File: src/rtl/sv_trigger_pkg.sv
// sv_trigger_pkg
//   Shared types and default widths for the trigger scheduler.
//   - trig_mode_t  : encoding of the i_mode input (11 behaves as OFF)
//   - trig_state_t : scheduler FSM states
//   - CNT_W_DEF / PLEN_W_DEF : default counter widths
package sv_trigger_pkg;

  localparam int unsigned CNT_W_DEF  = 32;
  localparam int unsigned PLEN_W_DEF = 16;

  typedef enum logic [1:0] {
    MODE_OFF     = 2'b00,
    MODE_EDGE    = 2'b01,
    MODE_FREERUN = 2'b10,
    MODE_OFF_ALT = 2'b11
  } trig_mode_t;

  typedef enum logic [1:0] {
    IDLE    = 2'b00,
    ARMED   = 2'b01,
    PULSE   = 2'b10,
    HOLDOFF = 2'b11
  } trig_state_t;

endpackage

File: src/rtl/sv_trig_timer.sv
// sv_trig_timer
//   Loadable down-counter with an expire flag.
//   Ports:
//     clk_i      : clock
//     rst_ni     : async active-low reset
//     load_i     : load load_val_i (has priority over counting)
//     load_val_i : value to load, in cycles
//     en_i       : count enable
//     expire_o   : high in the last counted cycle (count == 1 while enabled)
//   After expiring the counter parks at zero until the next load.
module sv_trig_timer #(
  parameter int unsigned W = 32
) (
  input  logic         clk_i,
  input  logic         rst_ni,
  input  logic         load_i,
  input  logic [W-1:0] load_val_i,
  input  logic         en_i,
  output logic         expire_o
);

  logic [W-1:0] cnt_q;

  always_ff @(posedge clk_i or negedge rst_ni) begin
    if (!rst_ni) begin
      cnt_q <= '0;
    end else if (load_i) begin
      cnt_q <= load_val_i;
    end else if (en_i && (cnt_q != '0)) begin
      cnt_q <= cnt_q - 1'b1;
    end
  end

  assign expire_o = en_i && (cnt_q == W'(1));

endmodule

File: src/rtl/sv_trigger_ctrl.sv
// sv_trigger_ctrl
//   Trigger scheduler: shapes edge or free-run requests into pulses of a
//   programmed width, with holdoff between pulses, burst limit and drops
//   while the sensor is busy.
//   Ports:
//     i_clk, i_aresetn : clock, async active-low reset
//     i_trig           : synced trigger level (EDGE mode uses its rising edge)
//     i_mode           : 00 OFF, 01 EDGE, 10 FREERUN, 11 OFF
//     i_period         : FREERUN request spacing in cycles
//     i_pulse_len      : pulse high time in cycles (0 behaves as 1)
//     i_holdoff        : low cycles forced after each pulse
//     i_burst_len      : pulses per run, 0 = unlimited
//     i_start, i_stop  : single-cycle run control
//     i_sensor_busy    : requests seen while high are discarded
//     o_trigger        : shaped pulse (registered)
//     o_active         : run in progress
//     o_done           : single-cycle pulse when a run ends
//     o_pulse_cnt      : pulses issued this run (saturating)
//     o_drop_cnt       : discarded requests (only with TRIG_DROP_CNT_EN)
//     o_state          : current FSM state, for debug/observation
//   Build option: define TRIG_DROP_CNT_EN to add the o_drop_cnt counter.
//   Control protocol: i_start/i_stop are sampled every cycle as one-cycle
//   strobes; there is no back-pressure. i_start is honoured only in IDLE
//   with a non-OFF mode, and i_stop wins when both are high.
module sv_trigger_ctrl
  import sv_trigger_pkg::*;
#(
  parameter int unsigned CNT_W  = CNT_W_DEF,
  parameter int unsigned PLEN_W = PLEN_W_DEF
) (
  input  logic              i_clk,
  input  logic              i_aresetn,
  input  logic              i_trig,
  input  logic [1:0]        i_mode,
  input  logic [CNT_W-1:0]  i_period,
  input  logic [PLEN_W-1:0] i_pulse_len,
  input  logic [CNT_W-1:0]  i_holdoff,
  input  logic [PLEN_W-1:0] i_burst_len,
  input  logic              i_start,
  input  logic              i_stop,
  input  logic              i_sensor_busy,
  output logic              o_trigger,
  output logic              o_active,
  output logic              o_done,
  output logic [PLEN_W-1:0] o_pulse_cnt,
`ifdef TRIG_DROP_CNT_EN
  output logic [PLEN_W-1:0] o_drop_cnt,
`endif
  output trig_state_t       o_state
);

  trig_state_t       state_q, state_d;
  logic              trig_prev_q;
  logic              freerun_q;
  logic [CNT_W-1:0]  period_q;
  logic [CNT_W-1:0]  holdoff_q;
  logic [PLEN_W-1:0] plen_q;
  logic [PLEN_W-1:0] burst_q;
  logic [PLEN_W-1:0] pulse_cnt_q;
  logic              trigger_q;
  logic              done_q;
  logic              tick_pend_q;
  logic              stop_pend_q;

  trig_mode_t        mode_in;
  logic              start_ok;
  logic              trig_edge;
  logic              req;
  logic              burst_hit;
  logic              accept_start;
  logic              pulse_start;
  logic              consume;
  logic              pw_load;
  logic [CNT_W-1:0]  pw_val;
  logic              per_load;
  logic [CNT_W-1:0]  per_val;
  logic              pw_expire;
  logic              per_expire;

  assign mode_in   = trig_mode_t'(i_mode);
  assign start_ok  = i_start && !i_stop &&
                     ((mode_in == MODE_EDGE) || (mode_in == MODE_FREERUN));
  assign trig_edge = i_trig && !trig_prev_q;
  // A free-run tick that lands in PULSE/HOLDOFF is held in tick_pend_q and
  // served on the first ARMED cycle, which stretches the spacing.
  assign req       = freerun_q ? (per_expire || tick_pend_q) : trig_edge;
  assign burst_hit = (burst_q != '0) && (pulse_cnt_q == burst_q);

  // Pulse width and holdoff never overlap, so one timer serves both.
  sv_trig_timer #(.W(CNT_W)) u_pw_timer (
    .clk_i      (i_clk),
    .rst_ni     (i_aresetn),
    .load_i     (pw_load),
    .load_val_i (pw_val),
    .en_i       ((state_q == PULSE) || (state_q == HOLDOFF)),
    .expire_o   (pw_expire)
  );

  // Reloaded whenever a free-run request is consumed (issued or dropped);
  // loaded with 1 at start so the first request falls in the first ARMED cycle.
  sv_trig_timer #(.W(CNT_W)) u_period_timer (
    .clk_i      (i_clk),
    .rst_ni     (i_aresetn),
    .load_i     (per_load),
    .load_val_i (per_val),
    .en_i       ((state_q != IDLE) && freerun_q),
    .expire_o   (per_expire)
  );

  always_comb begin
    state_d      = state_q;
    accept_start = 1'b0;
    pulse_start  = 1'b0;
    consume      = 1'b0;
    pw_load      = 1'b0;
    pw_val       = '0;
    per_load     = 1'b0;
    per_val      = period_q;
    case (state_q)
      IDLE: begin
        if (start_ok) begin
          state_d      = ARMED;
          accept_start = 1'b1;
          per_load     = 1'b1;
          per_val      = CNT_W'(1);
        end
      end
      ARMED: begin
        if (i_stop) begin
          state_d = IDLE;
        end else if (req) begin
          consume  = 1'b1;
          per_load = freerun_q;
          if (!i_sensor_busy) begin
            state_d     = PULSE;
            pulse_start = 1'b1;
            pw_load     = 1'b1;
            pw_val      = CNT_W'(plen_q);
          end
        end
      end
      PULSE: begin
        // A stop during the pulse is remembered so the pulse keeps full width.
        if (pw_expire) begin
          if (stop_pend_q || i_stop || burst_hit) begin
            state_d = IDLE;
          end else if (holdoff_q != '0) begin
            state_d = HOLDOFF;
            pw_load = 1'b1;
            pw_val  = holdoff_q;
          end else begin
            state_d = ARMED;
          end
        end
      end
      HOLDOFF: begin
        if (i_stop) begin
          state_d = IDLE;
        end else if (pw_expire) begin
          state_d = ARMED;
        end
      end
      default: state_d = IDLE;
    endcase
  end

  always_ff @(posedge i_clk or negedge i_aresetn) begin
    if (!i_aresetn) begin
      state_q     <= IDLE;
      trig_prev_q <= 1'b0;
      freerun_q   <= 1'b0;
      period_q    <= '0;
      holdoff_q   <= '0;
      plen_q      <= '0;
      burst_q     <= '0;
      pulse_cnt_q <= '0;
      trigger_q   <= 1'b0;
      done_q      <= 1'b0;
      tick_pend_q <= 1'b0;
      stop_pend_q <= 1'b0;
    end else begin
      state_q     <= state_d;
      trig_prev_q <= i_trig;
      trigger_q   <= (state_d == PULSE);
      done_q      <= (state_q != IDLE) && (state_d == IDLE);

      if (accept_start) begin
        freerun_q <= (mode_in == MODE_FREERUN);
        period_q  <= (i_period == '0) ? CNT_W'(1) : i_period;
        plen_q    <= (i_pulse_len == '0) ? PLEN_W'(1) : i_pulse_len;
        holdoff_q <= i_holdoff;
        burst_q   <= i_burst_len;
      end

      if (accept_start) begin
        pulse_cnt_q <= '0;
      end else if (pulse_start && (pulse_cnt_q != '1)) begin
        pulse_cnt_q <= pulse_cnt_q + 1'b1;
      end

      if ((state_d == IDLE) || accept_start || consume) begin
        tick_pend_q <= 1'b0;
      end else if (per_expire && (state_q != ARMED)) begin
        tick_pend_q <= 1'b1;
      end

      if (state_d == IDLE) begin
        stop_pend_q <= 1'b0;
      end else if (i_stop && (state_q == PULSE)) begin
        stop_pend_q <= 1'b1;
      end
    end
  end

`ifdef TRIG_DROP_CNT_EN
  logic              drop;
  logic [PLEN_W-1:0] drop_cnt_q;

  // Drops are only counted while the run continues; a request coinciding
  // with the run ending is simply lost with the run.
  always_comb begin
    drop = 1'b0;
    if (state_d != IDLE) begin
      if ((state_q == ARMED) && req && i_sensor_busy) begin
        drop = 1'b1;
      end
      if (!freerun_q && trig_edge && ((state_q == PULSE) || (state_q == HOLDOFF))) begin
        drop = 1'b1;
      end
    end
  end

  always_ff @(posedge i_clk or negedge i_aresetn) begin
    if (!i_aresetn) begin
      drop_cnt_q <= '0;
    end else if (accept_start) begin
      drop_cnt_q <= '0;
    end else if (drop && (drop_cnt_q != '1)) begin
      drop_cnt_q <= drop_cnt_q + 1'b1;
    end
  end

  assign o_drop_cnt = drop_cnt_q;
`endif

  assign o_trigger   = trigger_q;
  assign o_active    = (state_q != IDLE);
  assign o_done      = done_q;
  assign o_pulse_cnt = pulse_cnt_q;
  assign o_state     = state_q;

endmodule

File: config.mk
export PLATFORM = sky130hd
export DESIGN_NAME = sv_trigger_ctrl
export DESIGN_NICKNAME = d
export VERILOG_FILES = /design/src/rtl/sv_trigger_pkg.sv /design/src/rtl/sv_trig_timer.sv /design/src/rtl/sv_trigger_ctrl.sv
export SDC_FILE = /design/constraint.sdc
export NUM_CORES = 1
export LEC_CHECK = 0
export ABC_AREA = 1
export ABC_CLOCK_PERIOD_IN_PS = 2800
export BUFFER_PORTS_ARGS = -buffer_cell sky130_fd_sc_hd__buf_2
export CAP_MARGIN = 20
export CELL_PAD_IN_SITES_DETAIL_PLACEMENT = 0
export CELL_PAD_IN_SITES_GLOBAL_PLACEMENT = 1
export CORE_AREA = 2 2 176 178
export DETAILED_ROUTE_END_ITERATION = 7
export DIE_AREA = 0 0 178 180
export PLACE_DENSITY = 0.81
export RECOVER_POWER = 25
export SLEW_MARGIN = 25
export SYNTH_ARGS = -nofsm -noshare
export SYNTH_HDL_FRONTEND = slang
export SYNTH_HIERARCHICAL = 1
export SYNTH_SLANG_ARGS = --single-unit
File: constraint.sdc
create_clock -name i_clk -period 2.8 [get_ports i_clk]
set_input_delay 0.28 -clock i_clk [delete_from_list [all_inputs] [get_ports i_clk]]
set_output_delay 0.28 -clock i_clk [all_outputs]
set_load 0.02 [all_outputs]
-- Yosys cells after proc, flatten, opt, wreduce, memory -nomap -nowiden
Index checks and enable logic that the tools add are counted.
- bits in registers: 184
- word-level logic and storage cells: 112
- output and inout port bits: 21
- equal/unequal tests: 11
- add/sub/neg operators: 3
- mux-type cells: 48
- reduce and logical (&&, ||, !) cells: 36
- operators with widths (operator ; number):
    2-to-1 mux 32 bit ; 10
    2-to-1 mux 16 bit ; 6
    nonzero test 32 bit ; 3
    equality test 32 x 1 -> 1 bit, second input constant ; 2
    case mux 32 bit (2 select lines) ; 1
    subtractor 32 x 1 -> 32 bit, second input constant ; 2
    logical NOT 32 bit ; 1
    2-to-1 mux 1 bit ; 19
    2-to-1 mux 2 bit ; 9
    adder 16 x 1 -> 16 bit, second input constant ; 1
    equality test 16 bit ; 1
    logical NOT 16 bit ; 1
    inequality test 16 bit, second input constant ; 1
    nonzero test 16 bit ; 1
    logical AND 1 bit ; 13
    nonzero test 2 bit ; 6
    equality test 2 bit, second input constant ; 4
    case mux 2 bit (4 select lines) ; 1
    logical OR 1 bit ; 7
    equality test 2 x 1 -> 1 bit, second input constant ; 2
    logical NOT 2 bit ; 2
    case mux 1 bit (2 select lines) ; 2
    logical NOT 1 bit ; 2
    inequality test 2 x 1 -> 1 bit, second input constant ; 1

-- Longest topological paths before layout
- depth in word-level cells: 12
- gate-level depth with buffers: 18

-- Hierarchy
The synthesis kept the hierarchy.
- by module, submodules not included (module ; area each (µm²) ; cells an instance ; times used):
    sv_trigger_ctrl ; 5989.5 ; 808 ; 1
    sv_trig_timer ; 2640.0 ; 437 ; 2

-- Least setup slack after synthesis
No wires, ideal clock.
- path kind: register -> register
- start: register state_q[0] (netlist: o_state[0])
- end: register u_pw_timer.cnt_q[14]
- period minus slack after synthesis: 3152 ps
- path slack: -352 ps
- required time: 2683 ps
- stages on the path, launching flop included: 18
- buffers on the path: 3
- setup time: 117 ps
- arrival: 3034 ps
- path through: dfrtp_1 inv_1 ha_1 inv_1 nand2_1 nand3_1 nor3_1 nand2_1 nor2_1 nand3_4 buf_2 a21oi_1 clkbuf_1 inv_1 buf_2 or2_2 nand3_1 nand2_1
- elaborated cells between the ends (all ways): 21
- RTL lines (element ; RTL line ; text):
    start: declaration ; sv_trigger_ctrl.sv:52 ; trig_state_t state_q, state_d;
    start signal: assignment ; sv_trigger_ctrl.sv:182 ; state_q <= state_d;
    equality test 2 bit ; sv_trigger_ctrl.sv:95 ; .en_i ((state_q == PULSE) || (state_q == HOLDOFF)),
    logical OR 1 bit * ; sv_trigger_ctrl.sv:95 ;
    logical AND 1 bit * ; sv_trig_timer.sv:34 ; assign expire_o = en_i && (cnt_q == W'(1));
    via pw_expire ; sv_trigger_ctrl.sv:77 ; logic pw_expire;
    2-to-1 mux 1 bit * ; sv_trigger_ctrl.sv:144 ; if (pw_expire) begin
    case mux 1 bit (2 select lines) * ; sv_trigger_ctrl.sv:119 ; case (state_q)
    via pw_load ; sv_trigger_ctrl.sv:73 ; logic pw_load;
    2-to-1 mux 32 bit / nonzero test 2 bit (equally long branches) ; n/a ;
    end signal: assignment ; sv_trig_timer.sv:28 ; cnt_q <= load_val_i;
    end signal: assignment ; sv_trig_timer.sv:30 ; cnt_q <= cnt_q - 1'b1;
    end: declaration ; sv_trig_timer.sv:22 ; logic [W-1:0] cnt_q;
Mark *: on every way through the listed nets, which the timed path passes. The rest lies on a longest branch.
A chain may end at the register's enable or synchronous reset.

-- Final worst setup path
- start: register u_pw_timer.cnt_q[22]
- end: register u_pw_timer.cnt_q[6]
- word-level cells in the longest chain between the ends: 5
- elaborated cells between the ends (all ways): 10
- ends and longest elaborated chain (element ; RTL line ; text):
    equality test 32 x 1 -> 1 bit ; sv_trig_timer.sv:34 ;
    logical AND 1 bit ; sv_trig_timer.sv:34 ;
    via pw_expire ; sv_trigger_ctrl.sv:77 ;
    2-to-1 mux 32 bit ; sv_trigger_ctrl.sv:144 ;
    case mux 32 bit (2 select lines) ; sv_trigger_ctrl.sv:119 ;
    via pw_val[6] ; sv_trigger_ctrl.sv:74 ; logic [CNT_W-1:0] pw_val;
    2-to-1 mux 32 bit ; sv_trig_timer.sv:27 ; end else if (load_i) begin
The timed path passes the listed nets, and every way through them passes these cells.

==> qor.csv <==
metric;value;unit
drc_errors;0;
rrSetupSlack;0.18;ns
first_pass_iters;5;
ctsRootBufferMaster;clkbuf_16;
crit_type;reg -> reg;
drive_gt1_frac;0.167;
drt_wl_total;33000;um
die-area;32000;um2
io_pins;125;
synth_area_leaders;dfrtp_1 (41%), nand2_1 (23%), inv_1 (6.3%), nor2_1 (5.2%), nand3_1 (5.1%);
path_clk_slew;0.08;ns
grt_max_degree;127;
fin_area;13200;um2
cts_buffers;17;
initial_core_util;0.373;
hp-class;in -> reg;
cts_tree;yes;
vias;10900;
synth_area;11300;um2
port_buffers;124;
final_cell_mix;nand2_1 (687), inv_1 (186), dfrtp_1 (182);
clkPwrFrac;0.228;
pwr-share-comb;0.385;
rsz0062_at_grt;no;
violations;max-capacitance violations, max-slew violations;
synth.top_cell.area_share;0.409;
vias_per_cell;4.87;
die_y;180;um
mostFrequentLayoutCell;nand2_1;
synth_area_per_cell;6.70;um2
ant_nets;0;
hold_viol;0;
clockBufferDepth;2;
clock_latency;0.44;ns
cpMostUsedCell;nand2_1;
cp_cell_sequence;nor2_2 -> nand2_1 -> nor2_1 -> nand2_1 -> nor3_2 -> nand2_1 -> nor2_2 -> nand3_4 -> inv_4 -> buf_4 -> nand2_1 -> a21oi_1 -> nand2_1 -> nand2_1 -> nand2_2 -> o21ai_2;
power.internal;6.36;mW
period_share;0.936;
yosys.area.top_type;dfrtp_1;
cp_slowest_stage_delay;0.46;ns
ir_drop;0.441;mV
yosysUniqueCellTypes;38;
maxSlewViolCount;63;
h-tree-depth;4;
fin_setup_tns;0;ns
dominantRegCellSynth;dfrtp_1;
startpoint_type;flop;
core_area;30200;um2
worst-endpoint-required;3.17;ns
place_area;12500;um2
swShare;0.420;
grt_pass1_vias;10500;
ys_ff_latch;184;
drt-initial-drc-count;837;
cp_slowest_cell;dfrtp_1;
p_per_area;829;nW/um2
period_minus_slack;2.62;ns
critPathArrivalTime;2.99;ns
critPathCaptureType;flop;
wl_per_cell;14.8;um
dieWidth;178;um
final_nets;1934;
max_slew_margin;-0.157;
grt_first_pass_wirelength;54600;um
syn_to_final_growth;17.2;%
status;complete, but fails checks;
dp_hpwl;25200;um
ys_warn_count;6;
grt_usage;0.216;
p_leak;6.99;nW
drv_cap;1;
num_rows;64;
max_freq;381;MHz
synth_fp_nets;1796;
p_sw;4.60;mW
ys_seq_area_frac;0.409;
antenna_found_initial;2;
path_max_fanout;7;
syn-instance-count;1682;
grt_remaining_overflow;0;
synth_enable_flop_cells;0;
routabilityCongestion;0.890;
setup_violations;0;
seq_power_share;0.386;
async_flop_share;1.00;
cts_sinks;184;
fin_skew;0.0101;ns
tightestPinTransition;1.74;ns
==> kinds of logic after synthesis <==
group,Yosys count,synth area share
buffers and inverters,257,0.0909
DFF,184,0.409
adders and majority gates,10,0.0111
xor gates and xnor gates,9,0.00699
and+or+nand+nor,1082,0.410
AOI/OAI and AO/OA,140,0.0725
==> per-layer routing <==
layer | wire (um) | vias up | track usage | part of all wire
met3 | 1610 | 39 | 0.0366 | 0.049
met2 | 15300 | 251 | 0.344 | 0.46
met1 | 15500 | 5047 | 0.302 | 0.47
li1 | - | 5516 | - | -
met4 | 570 | 2 | 0.0554 | 0.017
met5 | 13 | - | 0 | 0.00039
==> power groups by stage <==
| stage | Clock [mW] | Combinational (mW) | Sequential, mW |
|---|---|---|---|
| floorplan | 0 | 3.07 | 4.13 |
| global placement | 0 | 4.15 | 4.23 |
| detailed placement | 0 | 4.20 | 4.25 |
| CTS | 2.55 | 4.22 | 4.21 |
| global route | 2.67 | 4.89 | 4.35 |
| finish | 2.50 | 4.22 | 4.23 |
==> synth_stat cells, types with 3 or more instances <==
library cell / n
inv_1: 188
nor2_2: 15
buf_6: 4
nand2_2: 11
buf_2: 16
o21ai_2: 20
a21oi_1: 35
inv_2: 16
or2_2: 4
nand3_1: 115
o21ai_0: 73
dfrtp_1: 184
nor3_1: 28
nor4_1: 11
nand2_4: 6
ha_1: 10
nand3b_1: 6
clkbuf_1: 30
o21ai_1: 3
xor2_1: 5
nand4_1: 26
nor2_1: 155
nor3_2: 4
nand2_1: 688
xnor2_1: 4
nor2_4: 6
nand3_2: 3
==> sequential cells by signal (all words and copies together) (netlist names) <==
signal and count:
o_trigger 1, freerun_q 1, u_period_timer/cnt_q 32, plen_q 16, period_q 32, o_pulse_cnt 16, trig_prev_q 1, holdoff_q 32
stop_pend_q 1, o_state 2, tick_pend_q 1, u_pw_timer/cnt_q 32, burst_q 16, o_done 1
==> critical path, delay by kind of cell, from the launching register on <==
family,cells,cell delay [ns]
and+or+nand+nor,12,1.53
DFF,1,0.46
AOI/OAI and AO/OA,2,0.30
buffers and inverters,2,0.26
==> worst paths after layout <==
check                           cells past startpoint                              from                          endpoint
max in group asynchronous                           3                         i_aresetn           tick_pend_q$_DFFE_PN0P_
worst max-delay path                               16  u_pw_timer/cnt_q[22]$_DFFE_PN0P_   u_pw_timer/cnt_q[6]$_DFFE_PN0P_
worst min-delay path                                3                    i_burst_len[2]            burst_q[2]$_DFFE_PN0P_
worst max register to register                     16  u_pw_timer/cnt_q[22]$_DFFE_PN0P_   u_pw_timer/cnt_q[6]$_DFFE_PN0P_
min in group asynchronous                           2                         i_aresetn  u_pw_timer/cnt_q[24]$_DFFE_PN0P_
worst min register to register                      2           period_q[9]$_DFFE_PN0P_           period_q[9]$_DFFE_PN0P_
==> through the flow <==
stage / cells / power (mW) / setup WS, ns / utilization / hold WS, ns
after floorplan: 1682 / 7.20 / 0.000683 / - / -0.0156
after global placement: 2192 / 8.38 / 0.115 / 0.415 / 0.320
after detailed placement: 2192 / 8.45 / 0.0701 / 0.415 / 0.320
after CTS: 2226 / 11.0 / 0.0478 / 0.436 / 0.0267
after global routing: 2229 / 11.9 / 0.00844 / 0.437 / 0.0415
final: 2231 / 11.0 / 0.179 / 0.438 / 0.0431
==> area by class of cell <==
cell class | instances | area, um2
Sequential cell | 184 | 4610
Timing Repair Buffer | 171 | 1030
Tap cell | 396 | 495
Multi-Input combinational cell | 1241 | 5700
Inverter | 205 | 778
Fill cell | 3198 | 17000
Clock inverter | 15 | 169
Antenna cell | 2 | 5.00
Clock buffer | 17 | 425
==> timing repair <==
action | 4_1_cts | 5_1_grt
buffers inserted | 0 | 3
gates resized for setup | 0 | 13
hold buffers | 2 | 0
setup endpoints to repair | 0 | 69
endpoints found under the hold margin | 60 | 0
Note: power is estimated with default switching activity, not from simulation.
